==> config.mk <==
export PLATFORM = sky130hd
export DESIGN_NAME = binario_para_bcd
export DESIGN_NICKNAME = d
export VERILOG_FILES = /design/src/rtl/binario_bcd_pkg.sv /design/src/rtl/ajuste_digito.sv /design/src/rtl/binario_para_bcd.sv
export SDC_FILE = /design/constraint.sdc
export NUM_CORES = 1
export LEC_CHECK = 0
export CAP_MARGIN = 20
export CORE_MARGIN = 3
export CORE_UTILIZATION = 59
export CTS_CLUSTER_SIZE = 25
export DETAILED_ROUTE_END_ITERATION = 12
export GPL_TIMING_DRIVEN = 1
export PLACE_DENSITY = 0.95
export SYNTH_ARGS = -nofsm -noshare
export SYNTH_HDL_FRONTEND = slang
export SYNTH_SLANG_ARGS = --single-unit
export TNS_END_PERCENT = 50
==> constraint.sdc <==
create_clock -name clk -period 1.95 [get_ports clk]
set_input_delay 0.39 -clock clk [delete_from_list [all_inputs] [get_ports clk]]
set_output_delay 0.39 -clock clk [all_outputs]
set_load 0.03 [all_outputs]
==> src/rtl/binario_bcd_pkg.sv <==
// Shared definitions for the binary-to-BCD converter: FSM encoding,
// add-3 correction constants and the iteration counter width.
package binario_bcd_pkg;

  typedef enum logic [1:0] {
    OCIOSO  = 2'd0,
    DESLOCA = 2'd1,
    FIM     = 2'd2
  } estado_e;

  localparam logic [3:0] LIMIAR_AJUSTE = 4'd5;
  localparam logic [3:0] SOMA_AJUSTE   = 4'd3;

  // Counter must hold the value LARGURA itself, hence the +1.
  function automatic int largura_contador(input int largura);
    return $clog2(largura + 1);
  endfunction

endpackage

==> src/rtl/ajuste_digito.sv <==
// Double-dabble digit correction: a BCD digit of 5 or more gets +3 so the
// following left shift carries correctly into the next decimal digit.
module ajuste_digito
  import binario_bcd_pkg::*;
(
  input  logic [3:0] d_i,
  output logic [3:0] d_o
);

  assign d_o = (d_i >= LIMIAR_AJUSTE) ? d_i + SOMA_AJUSTE : d_i;

endmodule

==> src/rtl/binario_para_bcd.sv <==
// Sequential binary-to-BCD converter, one input bit per clock. Result and
// overflow flag stay stable between conversions and update with pronto.
module binario_para_bcd
  import binario_bcd_pkg::*;
#(
  parameter int LARGURA = 16,
  parameter int DIGITOS = 5
) (
  input  logic                   clk,
  input  logic                   rst_n,
  input  logic                   inicio,
  input  logic [LARGURA-1:0]     binario,
  output logic                   ocupado,
  output logic                   pronto,
  output logic [4*DIGITOS-1:0]   bcd,
  output logic                   estouro
);

  localparam int CW = largura_contador(LARGURA);
  localparam int SW = 4 * DIGITOS;

  estado_e                estado_q, estado_d;
  logic [LARGURA-1:0]     desl_q, desl_d;
  logic [SW-1:0]          rasc_q, rasc_d;
  logic                   est_rasc_q, est_rasc_d;
  logic [CW-1:0]          cnt_q, cnt_d;
  logic [SW-1:0]          bcd_q, bcd_d;
  logic                   estouro_q, estouro_d;
  logic                   pronto_q, pronto_d;

  logic [DIGITOS-1:0][3:0] ajust;
  logic [SW+LARGURA-1:0]   conj;

  for (genvar g = 0; g < DIGITOS; g++) begin : g_ajuste
    ajuste_digito u_ajuste (
      .d_i (rasc_q[4*g +: 4]),
      .d_o (ajust[g])
    );
  end

  // The MSB of the corrected top digit is lost by the shift; it is the
  // overflow indicator and is captured separately below.
  assign conj = {ajust, desl_q} << 1;

  always_comb begin
    estado_d   = estado_q;
    desl_d     = desl_q;
    rasc_d     = rasc_q;
    est_rasc_d = est_rasc_q;
    cnt_d      = cnt_q;
    bcd_d      = bcd_q;
    estouro_d  = estouro_q;
    pronto_d   = 1'b0;
    case (estado_q)
      OCIOSO: begin
        if (inicio) begin
          desl_d     = binario;
          rasc_d     = '0;
          est_rasc_d = 1'b0;
          cnt_d      = CW'(LARGURA);
          estado_d   = DESLOCA;
        end
      end
      DESLOCA: begin
        rasc_d     = conj[SW+LARGURA-1:LARGURA];
        desl_d     = conj[LARGURA-1:0];
        est_rasc_d = est_rasc_q | ajust[DIGITOS-1][3];
        cnt_d      = cnt_q - CW'(1);
        if (cnt_q == CW'(1)) estado_d = FIM;
      end
      FIM: begin
        bcd_d     = rasc_q;
        estouro_d = est_rasc_q;
        pronto_d  = 1'b1;
        estado_d  = OCIOSO;
      end
      default: estado_d = OCIOSO;
    endcase
  end

  always_ff @(posedge clk or negedge rst_n) begin
    if (!rst_n) begin
      estado_q   <= OCIOSO;
      desl_q     <= '0;
      rasc_q     <= '0;
      est_rasc_q <= 1'b0;
      cnt_q      <= '0;
      bcd_q      <= '0;
      estouro_q  <= 1'b0;
      pronto_q   <= 1'b0;
    end else begin
      estado_q   <= estado_d;
      desl_q     <= desl_d;
      rasc_q     <= rasc_d;
      est_rasc_q <= est_rasc_d;
      cnt_q      <= cnt_d;
      bcd_q      <= bcd_d;
      estouro_q  <= estouro_d;
      pronto_q   <= pronto_d;
    end
  end

  assign ocupado = (estado_q != OCIOSO);
  assign pronto  = pronto_q;
  assign bcd     = bcd_q;
  assign estouro = estouro_q;

endmodule

==> run summary, run 1 <==
## Global routing
• **via count of the first global-routing pass** 2592
• **global-route wire length before repair** 11700 microns
• **initial antenna violation count** 0
• **largest net degree at the start of global routing** 52
• **global route total overflow** 0
• **global-route usage over all layers** 0.237

## Yosys
• **synthesis warning total** 0
• **cell types with the largest area share after synthesis** sky130_fd_sc_hd__dfrtp_1 (51%), sky130_fd_sc_hd__o21ai_0 (6.6%), sky130_fd_sc_hd__nand2_1 (5.8%), sky130_fd_sc_hd__ha_1 (4.6%), sky130_fd_sc_hd__and3b_1 (4.0%)
• **biggest area consumer among synthesized cells** sky130_fd_sc_hd__dfrtp_1
• **post-synthesis mux area share** 0.00655
• **average instance area after synthesis** 10.1 sq um
• **main combinational cell family by area after synthesis** compound AO/OA/AOI/OAI gates
• **Netlist Area Pre-Place** 3250 sq um
• **Post-Synth Simple-Gate Area** 0.146
• **xor and xnor area share after synthesis** 0.0135
• **post-synthesis cell count** 322
• **Synth top area share** 0.508
• **register area share after synthesis** 0.508
• **area fraction in compound gates after synthesis** 0.206
• **number of unique standard cell types used by synthesis** 39
• **total of flip-flops plus latches after synthesis** 66
• **number of nets produced by synthesis** 353
• **Post-Synth Adder-Cell Area** 0.0462

## Clock network
• **later-pin clock latency in the skew report** 350 ps
• **number of clock buffers inserted by TritonCTS** 9
• **Worst-path clk slew** 60 ps
• **number of setup buffers added after CTS** 0
• **clk sink count** 66
• **TritonCTS clock tree** yes
• **root buffer cell** sky130_fd_sc_hd__clkbuf_8
• **count of H-tree levels built during CTS** 3
• **Max Root-Sink Buffers** 2

## Die
• **total die area** 6430 sq um
• **count of standard-cell rows** 26
• **Die Wd** 80.2 microns
• **total core area** 5200 sq um
• **number of top-level pins** 42
• **die height** 80.2 microns
• **effective utilization at floorplan** 0.624

## STA
• **Max Clock Freq** 0.562 GHz
• **clock skew after layout** 5.54 ps
• **setup repair after global routing missed its margin** no
• **setup violation total in the final timing report** 0
• **final hold viol count** 0
• **relative slew slack** 0.706
• **final slew viol count** 0
• **portion of the clock cycle consumed by the worst path in the final layout** 0.913
• **Period minus WS final** 1780 ps
• **slew of the pin with the lowest slew margin** 437 ps
• **total negative slack for setup checks** 0 ps

## Route
• **count of routing violations after the opening detailed-route iteration** 186
• **average via count per standard cell** 5.87
• **number of nets with antenna violations after routing** 0
• **drt wl/cell** 15.8 microns
• **# DRC** 0
• **total wire length after detailed routing** 6900 microns
• **Initial DRT Pass Iterations** 4
• **via count** 2564

## Status
• **result of the run** completed

## Setup path
• **Reg2Reg Setup Slack** 420 ps
• **Data arrival, critical path** 1390 ps
• **kind of cell with the highest combined delay on the critical path** buffers and inverters
• **cell type of the slowest stage on the worst timing path** sky130_fd_sc_hd__clkdlybuf4s50_1
• **Worst Path Buf+Inv** 1
• **Critical Path Sink Type** primary output
• **delay of the slowest cell on the worst path** 680 ps
• **worst-path fanout max** 2
• **worst setup path category** reg -> out
• **WP data required** 1560 ps
• **nature of the critical path startpoint** flop
• **CP cell instances** clkdlybuf4s50_1

## Flow run
• **number of max-cap violations** 0

## Cells and area
• **commonest cells after routing, fill and taps aside** sky130_fd_sc_hd__dfrtp_1 (66), sky130_fd_sc_hd__nand2_1 (50), sky130_fd_sc_hd__o21ai_0 (43), sky130_fd_sc_hd__clkdlybuf4s50_1 (39), sky130_fd_sc_hd__inv_1 (25)
• **most common cell after layout, fill and taps aside** sky130_fd_sc_hd__dfrtp_1
• **area growth from synthesis to final layout** 18.1%
• **antenna fix cells** 0
• **number of nets at the end of the flow** 395
• **non-filler instance count after layout** 437
• **layout cell share with drive strength beyond 1** 0.0736

## Placement
• **Port-buffer cells** 41
• **Post-DP HPWL** 4640 microns
• **final weighted congestion in routability-driven placement** 0.826
• **total instance count after detailed placement** 422

## Power
• **leakage power** 0.00173 uW
• **peak supply drop** 1.12 mV
• **power density cells** 1590 nW/um^2

## Hold path
• **worst hold path class** reg -> reg

cell usage after synthesis (all sizes together):
| cell | instances |
|---|---|
| nor4 | 1 |
| o221ai | 5 |
| or2 | 1 |
| o21a | 5 |
| and2b | 1 |
| o22ai | 1 |
| and3b | 15 |
| o31ai | 6 |
| ha | 12 |
| nor2b | 5 |
| o21ba | 1 |
| nand3b | 1 |
| nand2 | 50 |
| clkbuf | 6 |
| nand3 | 2 |
| a31o | 1 |
| o2111ai | 10 |
| nand2b | 7 |
| a32o | 5 |
| or3b | 1 |
| nor2 | 1 |
| and2 | 1 |
| dfrtp | 66 |
| mux2 | 1 |
| o211ai | 5 |
| o21bai | 1 |
| buf | 14 |
| a21oi | 15 |
| o21ai | 45 |
| nand4 | 1 |
| mux2i | 1 |
| inv | 25 |
| xnor2 | 5 |
| and3 | 1 |
| o32ai | 4 |
final timing paths:
check / startpoint / to / depth (start not counted)
worst min-delay path: est_rasc_q / est_rasc_q / 2
max in group asynchronous: rst_n / bcd[8] / 3
min in group asynchronous: rst_n / bcd[19] / 2
worst min register to register: est_rasc_q / est_rasc_q / 2
worst max-delay path: bcd[9] / bcd[9] / 1
worst max register to register: estado_q[1] / cnt_q[3] / 3
logic make-up after synthesis:
| kind of cell | Yosys count |
|---|---|
| compound gates | 104 |
| xor+xnor | 5 |
| fa+ha+maj | 12 |
| buf+inv | 45 |
| flops | 66 |
| mux | 2 |
| simple gates | 88 |
state kept, by name (all words and copies together) (netlist names):
register and count:
desl_q 16, estado_q 2, estouro 1, pronto 1, cnt_q 5, rasc_q 20
est_rasc_q 1, bcd 20
final cells by class:
type / instances / area (sq um)
sequential: 66 / 1650
fill: 355 / 1370
multi-input combinational: 211 / 1360
timing repair buffer: 51 / 493
clock buffer: 14 / 153
inverter: 25 / 93.8
tap: 70 / 87.6
power by group:
part | switching [uW] | total, uW | internal, uW
clock | 476 | 960 | 484
combinational | 1660 | 2830 | 1170
sequential | 388 | 2310 | 1920
metal layers:
metal / vias up / share of wire / routed length [microns] / track usage
li1: 1215 / - / - / -
met1: 1250 / 0.41 / 2840 / 0.287
met2: 82 / 0.52 / 3570 / 0.402
met3: 17 / 0.046 / 316 / 0.0482
met4: 0 / 0.026 / 179 / 0.113
met5: - / 0 / 0 / 0
what timing repair did:
action | CTS | global route
gates resized for setup | 0 | 0
hold buffers | 1 | 0
endpoints found under the hold margin | 15 | 0
per-stage QoR:
| stage | hold slack (ps) | util | cell area (sq um) | total power (uW) | setup slack, ps |
|---|---|---|---|---|---|
| 2_1_floorplan | 94.4 | - | 3250 | 4310 | 397 |
| 3_3_place_gp | 320 | 0.706 | 3670 | 4950 | 272 |
| 3_5_place_dp | 325 | 0.706 | 3670 | 5110 | 237 |
| 4_1_cts | 484 | 0.737 | 3840 | 6110 | 166 |
| 5_1_grt | 516 | 0.737 | 3840 | 6510 | 125 |
| 6_report | 477 | 0.737 | 3840 | 6110 | 170 |
No activity file was read; power rests on OpenSTA's default activity.
==> run 2: changes to the inputs <==
CORE_UTILIZATION = 55   (was 59)
PLACE_DENSITY = 0.91   (was 0.95)
==> run summary, run 2 (synthesized netlist as in run 1, its figures left out) <==
## Setup path
• **depth of the most critical reg-to-reg path** 3
• **worst setup path category** reg -> out
• **worst-path fanout max** 12
• **Data arrival, critical path** 1470 ps
• **nature of the critical path startpoint** flop
• **Critical Path Sink Type** primary output
• **critical register-to-register path endpoint** rasc_q[18]
• **beginning of the worst register-to-register path** estado_q[1]
• **Reg2Reg Setup Slack** 200 ps
• **WP data required** 1560 ps

## STA
• **Period minus WS final** 1860 ps
• **portion of the clock cycle consumed by the worst path in the final layout** 0.954
• **final hold viol count** 0
• **setup repair after global routing missed its margin** no
• **setup violation total in the final timing report** 0
• **clock skew after layout** 7.69 ps
• **slew of the pin with the lowest slew margin** 886 ps
• **final slew viol count** 0
• **total negative slack for setup checks** 0 ps
• **Max Clock Freq** 0.538 GHz
• **relative slew slack** 0.409

## Clock network
• **number of instances resized during post-cts repair** 0
• **number of clock buffers inserted by TritonCTS** 9
• **TritonCTS clock tree** yes
• **clk sink count** 66
• **CTS Hold Bufs** 0
• **count of H-tree levels built during CTS** 3
• **later-pin clock latency in the skew report** 350 ps
• **number of setup buffers added after CTS** 0
• **Max Root-Sink Buffers** 2
• **Worst-path clk slew** 70 ps
• **root buffer cell** sky130_fd_sc_hd__clkbuf_8

## Route
• **via count** 2525
• **number of nets with antenna violations after routing** 0
• **met1 layer wirelength in the final routing** 2980 microns
• **top layer used by detailed routing** met4
• **Initial DRT Pass Iterations** 4
• **average via count per standard cell** 5.73
• **# DRC** 0
• **total wire length after detailed routing** 6700 microns
• **drt wl/cell** 15.2 microns
• **met2 WL post-DR** 3290 microns
• **count of routing violations after the opening detailed-route iteration** 207
• **amount of wire on met3 after detailed routing** 288 microns

## Flow run
• **number of max-cap violations** 0

## Cells and area
• **commonest cells after routing, fill and taps aside** sky130_fd_sc_hd__dfrtp_1 (65), sky130_fd_sc_hd__nand2_1 (50), sky130_fd_sc_hd__o21ai_0 (43), sky130_fd_sc_hd__clkdlybuf4s50_1 (39), sky130_fd_sc_hd__inv_1 (25)
• **layout cell share with drive strength beyond 1** 0.0921
• **most common cell after layout, fill and taps aside** sky130_fd_sc_hd__dfrtp_1
• **area growth from synthesis to final layout** 18.9%
• **footprint of the multi-input gates** 1360 sq um
• **antenna fix cells** 0
• **footprint of the flip-flops and latches** 1650 sq um
• **number of fill cells in the layout** 412
• **non-filler instance count after layout** 441
• **number of nets at the end of the flow** 396

## Die
• **total die area** 6860 sq um
• **count of standard-cell rows** 27
• **total core area** 5610 sq um
• **effective utilization at floorplan** 0.579
• **number of top-level pins** 42
• **die height** 82.9 microns
• **Die Wd** 82.9 microns

## Placement
• **total instance count after detailed placement** 426
• **Post-DP HPWL** 4740 microns
• **final weighted congestion in routability-driven placement** 0.861
• **Port-buffer cells** 41

## Status
• **result of the run** completed

## Power
• **power consumption** 6120 uW
• **leakage power** 0.00175 uW
• **peak supply drop** 0.788 mV
• **power density cells** 1580 nW/um^2

## Global routing
• **global-route wire length before repair** 11900 microns
• **global-route usage over all layers** 0.212
• **initial antenna violation count** 0
• **global route total overflow** 0
• **via count of the first global-routing pass** 2502
• **largest net degree at the start of global routing** 32

## Hold path
• **worst hold path class** in -> async

## run 2: worst max-delay path by stage
stage | slack (ps) | depth (start not counted) | start | endpoint
3_3_place_gp | 240 | 4 | inicio | rasc_q[5]
4_1_cts | 50 | 3 | estado_q[1] | ocupado
6_report | 90 | 3 | estado_q[1] | ocupado
5_1_grt | 30 | 3 | estado_q[1] | ocupado
3_5_place_dp | 210 | 4 | inicio | rasc_q[11]
2_1_floorplan | 400 | 4 | estado_q[0] | ocupado
## run 2: final cells by class
cell class / count / area share
multi-input combinational: 211 / 0.351
sequential: 66 / 0.428
inverter: 25 / 0.0243
tap: 72 / 0.0233
clock inverter: 3 / 0.00389
timing repair buffer: 52 / 0.129
clock buffer: 12 / 0.0402
## run 2: power by group
| part | internal [uW] | switching [uW] | total [uW] | leakage (uW) |
|---|---|---|---|---|
| Combinational | 1160 | 1650 | 2820 | 0.000813 |
| Clock | 517 | 495 | 1010 | 0.0000920 |
| Sequential | 1920 | 370 | 2290 | 0.000841 |
| Total | 3600 | 2520 | 6120 | 0.00175 |
## run 2: routing by layer
metal / vias up / track usage
met4: 0 / 0.105
met1: 1232 / 0.275
met2: 62 / 0.342
met5: - / 0
met3: 12 / 0.0417
li1: 1219 / -
## run 2: critical path: stages (launching register included)
cell and delay [ps]:
sky130_fd_sc_hd__dfrtp_2 470, sky130_fd_sc_hd__buf_4 200, sky130_fd_sc_hd__or2_2 290, sky130_fd_sc_hd__buf_4 170
## run 2: stage by stage
| step | setup WS [ps] | hold slack, ps | instance area, sq um | utilization |
|---|---|---|---|---|
| finish | 89.5 | 33.0 | 3860 | 0.689 |
| global route | 35.0 | 60.5 | 3860 | 0.689 |
| CTS | 47.1 | 42.7 | 3860 | 0.689 |
| detailed placement | 209 | 415 | 3690 | 0.658 |
| global placement | 243 | 400 | 3690 | 0.658 |
| floorplan | 397 | 94.4 | 3250 | - |
